===== src/rtl/mult_acc_pkg.sv =====
// Shared definitions for the multiply-accumulate datapath: FSM encoding and default widths.
`timescale 1ns/1ps
package mult_acc_pkg;

    localparam int unsigned DEF_ACC_WIDTH   = 24;
    localparam int unsigned DEF_COUNT_WIDTH = 8;

    typedef enum logic [1:0] {
        ST_IDLE  = 2'd0,
        ST_ACCUM = 2'd1,
        ST_HOLD  = 2'd2
    } acc_state_e;

endpackage


===== src/rtl/acc_add_clamp.sv =====
// Combinational accumulator adder with carry out.
// Build option: PRODUCT_ACC_SATURATE_EN clamps the sum to all-ones on carry instead of wrapping.
`timescale 1ns/1ps
module acc_add_clamp
    import mult_acc_pkg::*;
#(
    parameter int unsigned ACC_WIDTH     = DEF_ACC_WIDTH,
    parameter int unsigned PRODUCT_WIDTH = 16
) (
    input  logic [ACC_WIDTH-1:0]     acc_i,
    input  logic [PRODUCT_WIDTH-1:0] product_i,
    output logic [ACC_WIDTH-1:0]     sum_o,
    output logic                     carry_o
);

    localparam int unsigned SUM_WIDTH = ACC_WIDTH + 1;

    logic [SUM_WIDTH-1:0] full_sum;

    always_comb begin
        full_sum = SUM_WIDTH'(acc_i) + SUM_WIDTH'(product_i);
        carry_o  = full_sum[ACC_WIDTH];
`ifdef PRODUCT_ACC_SATURATE_EN
        // Once clamped, any further non-zero term carries again, so the clamp holds.
        sum_o    = carry_o ? {ACC_WIDTH{1'b1}} : full_sum[ACC_WIDTH-1:0];
`else
        sum_o    = full_sum[ACC_WIDTH-1:0];
`endif
    end

endmodule


===== src/rtl/product_accumulator.sv =====
// Per-frame accumulator of unsigned products with a registered valid/ready result port.
// Build option: PRODUCT_ACC_SATURATE_EN (see acc_add_clamp) selects clamping over wrapping.
`timescale 1ns/1ps
module product_accumulator
    import mult_acc_pkg::*;
#(
    parameter int unsigned A0_WIDTH    = 8,
    parameter int unsigned A1_WIDTH    = 8,
    parameter int unsigned ACC_WIDTH   = DEF_ACC_WIDTH,
    parameter int unsigned COUNT_WIDTH = DEF_COUNT_WIDTH
) (
    input  logic                           clk,
    input  logic                           rst_n,
    input  logic                           clear,
    input  logic                           in_valid,
    output logic                           in_ready,
    input  logic [A0_WIDTH+A1_WIDTH-1:0]   in_product,
    input  logic                           in_last,
    output logic                           out_valid,
    input  logic                           out_ready,
    output logic [ACC_WIDTH-1:0]           out_sum,
    output logic [COUNT_WIDTH-1:0]         out_count,
    output logic                           out_overflow
);

    localparam int unsigned PRODUCT_WIDTH = A0_WIDTH + A1_WIDTH;

    acc_state_e             state_q,     state_d;
    logic [ACC_WIDTH-1:0]   acc_q,       acc_d;
    logic [COUNT_WIDTH-1:0] count_q,     count_d;
    logic                   ovf_q,       ovf_d;
    logic                   out_valid_q, out_valid_d;
    logic [ACC_WIDTH-1:0]   out_sum_q,   out_sum_d;
    logic [COUNT_WIDTH-1:0] out_count_q, out_count_d;
    logic                   out_ovf_q,   out_ovf_d;

    logic [ACC_WIDTH-1:0]   add_sum;
    logic                   add_carry;
    logic [COUNT_WIDTH-1:0] count_inc;
    logic                   accept;

    acc_add_clamp #(
        .ACC_WIDTH     (ACC_WIDTH),
        .PRODUCT_WIDTH (PRODUCT_WIDTH)
    ) u_add (
        .acc_i     (acc_q),
        .product_i (in_product),
        .sum_o     (add_sum),
        .carry_o   (add_carry)
    );

    // Ready depends on registered state only, never on out_ready.
    assign in_ready     = (state_q != ST_HOLD);
    assign out_valid    = out_valid_q;
    assign out_sum      = out_sum_q;
    assign out_count    = out_count_q;
    assign out_overflow = out_ovf_q;

    always_comb begin
        state_d     = state_q;
        acc_d       = acc_q;
        count_d     = count_q;
        ovf_d       = ovf_q;
        out_valid_d = out_valid_q;
        out_sum_d   = out_sum_q;
        out_count_d = out_count_q;
        out_ovf_d   = out_ovf_q;

        accept    = in_valid && in_ready;
        count_inc = (count_q == {COUNT_WIDTH{1'b1}}) ? count_q : count_q + COUNT_WIDTH'(1);

        // clear outranks every other event, including a same-cycle accept.
        if (clear) begin
            state_d     = ST_IDLE;
            acc_d       = '0;
            count_d     = '0;
            ovf_d       = 1'b0;
            out_valid_d = 1'b0;
        end else begin
            case (state_q)
                ST_IDLE, ST_ACCUM: begin
                    if (accept) begin
                        acc_d   = add_sum;
                        count_d = count_inc;
                        ovf_d   = ovf_q | add_carry;
                        if (in_last) begin
                            out_sum_d   = add_sum;
                            out_count_d = count_inc;
                            out_ovf_d   = ovf_q | add_carry;
                            out_valid_d = 1'b1;
                            state_d     = ST_HOLD;
                        end else begin
                            state_d = ST_ACCUM;
                        end
                    end
                end
                ST_HOLD: begin
                    if (out_ready) begin
                        acc_d       = '0;
                        count_d     = '0;
                        ovf_d       = 1'b0;
                        out_valid_d = 1'b0;
                        state_d     = ST_IDLE;
                    end
                end
                default: begin
                    state_d = ST_IDLE;
                end
            endcase
        end
    end

    always_ff @(posedge clk or negedge rst_n) begin
        if (!rst_n) begin
            state_q     <= ST_IDLE;
            acc_q       <= '0;
            count_q     <= '0;
            ovf_q       <= 1'b0;
            out_valid_q <= 1'b0;
            out_sum_q   <= '0;
            out_count_q <= '0;
            out_ovf_q   <= 1'b0;
        end else begin
            state_q     <= state_d;
            acc_q       <= acc_d;
            count_q     <= count_d;
            ovf_q       <= ovf_d;
            out_valid_q <= out_valid_d;
            out_sum_q   <= out_sum_d;
            out_count_q <= out_count_d;
            out_ovf_q   <= out_ovf_d;
        end
    end

endmodule


===== config.mk =====
export PLATFORM = sky130hd
export DESIGN_NAME = product_accumulator
export DESIGN_NICKNAME = d
export VERILOG_FILES = /design/src/rtl/mult_acc_pkg.sv /design/src/rtl/acc_add_clamp.sv /design/src/rtl/product_accumulator.sv
export SDC_FILE = /design/constraint.sdc
export NUM_CORES = 1
export LEC_CHECK = 0
export CORE_MARGIN = 5
export CORE_UTILIZATION = 55
export CTS_BUF_LIST = sky130_fd_sc_hd__clkbuf_2
export CTS_CLUSTER_SIZE = 30
export DETAILED_ROUTE_END_ITERATION = 16
export PLACE_DENSITY = 0.81
export SLEW_MARGIN = 20
export SYNTH_ARGS = -nofsm -noshare
export SYNTH_HDL_FRONTEND = slang
export SYNTH_SLANG_ARGS = --single-unit

===== constraint.sdc =====
create_clock -name clk -period 2.62 [get_ports clk]
set_input_delay 0.655 -clock clk [delete_from_list [all_inputs] [get_ports clk]]
set_output_delay 0.655 -clock clk [all_outputs]
set_load 0.1 [all_outputs]

==> results.sh <==
export IMPL_cts_root_buf="clkbuf_2"
export IMPL_syn_nets=462
export IMPL_syn_area_per_cell_um2=9.08
export IMPL_rows=30
export IMPL_hold_buffers=0
export IMPL_drv_cap=0
export IMPL_clkSinkCount=69
export IMPL_synth_edff_count=0
export IMPL_viasPerCell=5.62
export IMPL_yosysSeqAreaShare=0.451
export IMPL_rsz0062_at_grt="no"
export IMPL_crit_arrival_ps=2910
export IMPL_ir_drop_uv=511
export IMPL_clk_path_buf_depth=2
export IMPL_path_class="input port to flip-flop"
export IMPL_fp_dieW_um=93.5
export IMPL_crit_path_end_kind="flip-flop"
export IMPL_track_usage=0.230
export IMPL_tns_ps=0
export IMPL_path_cells="clkdlybuf4s50_1, ha_1, inv_1, fa_1, inv_1, a21o_1, a21oi_2, o211ai_2, nand4_1, or3_1, o21ai_0"
export IMPL_placement_io_buffers=56
export IMPL_cts_htree_levels=3
export IMPL_crit_path_start_kind="input port"
export IMPL_yosysUniqueCellTypes=53
export IMPL_dieArea_um2=8740
export IMPL_ys_ff_latch=69
export IMPL_antenna_found_initial=0
export IMPL_drc_errors=0
export IMPL_layout_nets=548
export IMPL_crit_slowest_cell="clkdlybuf4s50_1"
export IMPL_drive_above_1_share=0.205
export IMPL_use_met1=0.306
export IMPL_skew_ps=20.9
export IMPL_numCtsBuffers=9
export IMPL_overflow=0
export IMPL_max_slew_margin=0.613
export IMPL_rr_startpoint="acc_q[0]"
export IMPL_first_pass_iters=4
export IMPL_coreArea_um2=6790
export IMPL_reg2reg_setup_slack_ps=290
export IMPL_synthArstFlopShare=1.00
export IMPL_clock_latency_ps=500
export IMPL_grt_max_degree=33
export IMPL_period_minus_slack_ps=2490
export IMPL_critPathRequiredTime_ps=3040
export IMPL_cp_common_cell="inv_1"
export IMPL_tightest_slew_ps=580
export IMPL_seqPwrFrac=0.326
export IMPL_grt_util_met2=0.382
export IMPL_busiest_layer="met2"
export IMPL_drv_slew=0
export IMPL_hold_viol=0
export IMPL_clkPwrFrac=0.223
export IMPL_fmax_ghz=0.402
export IMPL_combPwrFrac=0.451
export IMPL_num_io_pins=57
export IMPL_first_global_vias=3391
export IMPL_r2r_end="out_sum[17]"
export IMPL_synth_area_um2=3830
export IMPL_start_util=0.564
export IMPL_clkTransAtPathRegs_ps=210
export IMPL_ant_nets=0
export IMPL_routedWlPerCell_um=15.6
export IMPL_power_switching_uw=1790
export IMPL_ys_warn_count=0
export IMPL_final_util=0.710
export IMPL_critPathLaunch="in_product[0]"
export IMPL_leakage_uw=0.00228
export IMPL_n_antenna_cell=0
export IMPL_postSynthCellCount=422
export IMPL_gp_congestion=0.891
export IMPL_slowest_delay_ps=470
export IMPL_drt_iter0_drc=172
export IMPL_cell_internal_pwr_uw=2230
export IMPL_grt_pass1_wl_um=16100
export IMPL_finalSetupViolations=0
export IMPL_vias=3424
export IMPL_hp_class="input port to asynchronous set/reset pin"
export IMPL_status="finished clean"
export IMPL_use_met3=0.0322
export IMPL_dpl_hpwl_um=6850
export IMPL_die_h_um=93.5
export IMPL_routed_wirelength_um=9490
export IMPL_period_share=0.950
export IMPL_synthFlopType="dfrtp_1"
export IMPL_r2r_cells=9
export IMPL_power_per_cell_area_nw_per_um2=832
export IMPL_worstPathMaxFanout=5
export IMPL_cts_tree="done"
export IMPL_syn_to_final_growth_pct=25.9
export IMPL_netSwitchingFraction=0.444
-- final cells by class --
type	count	area, um2
sequential	69	1730
multi-input combinational	324	1960
tap	96	120
timing repair buffer	95	798
clock inverter	7	138
fill	532	1970
inverter	9	33.8
clock buffer	9	45.0
-- stage by stage --
step                std cells  worst slack [ps]  total power, uW  area [um2]  hold WS (ps)
global route              609              11.9             4210        4830           125
floorplan                 422               144             2630        3830           359
detailed placement        593              -415             3130        4640           469
global placement          593              -296             3090        4640           465
CTS                       609               105             4030        4830           113
finish                    609               131             4020        4830           108
-- critical path: cells and delay by family --
kind / cells / cell delay (ps)
AND/OR/NAND/NOR: 2 / 540
adder cells (fa/ha/maj): 2 / 570
buffers and inverters: 3 / 600
AO/OA/AOI/OAI: 4 / 540
-- synthesized netlist by cell type (3+ instances only) --
cell / n / area share
nand2_1: 73 / 0.071
clkbuf_1: 10 / 0.0098
and2_1: 6 / 0.0098
xor2_1: 16 / 0.037
a21o_1: 7 / 0.014
o21ai_1: 3 / 0.0039
and3_1: 6 / 0.0098
xnor2_1: 9 / 0.021
buf_6: 3 / 0.0088
nor2_1: 23 / 0.023
dfrtp_1: 69 / 0.45
o21bai_1: 3 / 0.0059
inv_1: 9 / 0.0088
o21ai_0: 70 / 0.091
nor3_1: 3 / 0.0039
nand3_1: 7 / 0.0091
a31oi_1: 5 / 0.0082
o21a_1: 4 / 0.0078
o31ai_1: 8 / 0.016
a21oi_1: 26 / 0.034
buf_2: 5 / 0.0065
ha_1: 17 / 0.056
-- worst max path at each step --
stage                 to  cells past startpoint
2_1_floorplan  acc_q[20]                     10
3_3_place_gp   acc_q[20]                     11
3_5_place_dp   acc_q[18]                     11
4_1_cts        acc_q[18]                     11
5_1_grt        acc_q[18]                     11
6_report       acc_q[18]                     11
-- placed cells by master (no fill, tap or decap), types with 7 or more instances in the layout --
master and count:
xnor2_1 9, a21oi_1 26, ha_1 17, o31ai_1 8, nand2_1 72, dfrtp_1 69
clkdlybuf4s50_1 20, nand3_1 7, nor2_1 23, inv_1 9, o21ai_0 70, a21o_1 7
clkbuf_2 9, xor2_1 16, buf_4 71
-- power groups by stage --
stage               Clock (uW)  Combinational [uW]  Sequential, uW
global route               954                1930            1330
floorplan                    0                 555            2070
detailed placement           0                1800            1330
global placement             0                1770            1320
finish                     894                1810            1310
CTS                        902                1810            1310
-- registers in the layout, indices dropped and copies added (netlist names) --
signal	cells
out_sum	24
state_q	2
out_valid	1
ovf_q	1
count_q	8
out_overflow	1
acc_q	24
out_count	8
-- logic make-up (layout without fill, tap and decap cells) --
kind of cell	count (synthesis)	count (layout)	share of synthesized area
simple gates	134	134	0.157
xor+xnor	25	25	0.0571
buf+inv	29	120	0.0375
fa+ha+maj	18	18	0.0607
mux	4	4	0.0111
compound gates	143	143	0.226
flops	69	69	0.451
-- metal layers --
| layer | wire length, um | up-vias |
|---|---|---|
| met2 | 4820 | 88 |
| met4 | 159 | 0 |
| met5 | 0 | - |
| li1 | - | 1654 |
| met3 | 388 | 17 |
| met1 | 4120 | 1665 |
-- timing repair --
item,CTS,global route
endpoints found under the hold margin,0,0
endpoints found under the setup margin,0,1
setup buffers,0,0
resized for setup,0,0
Note: power is estimated with default switching activity, not from simulation.
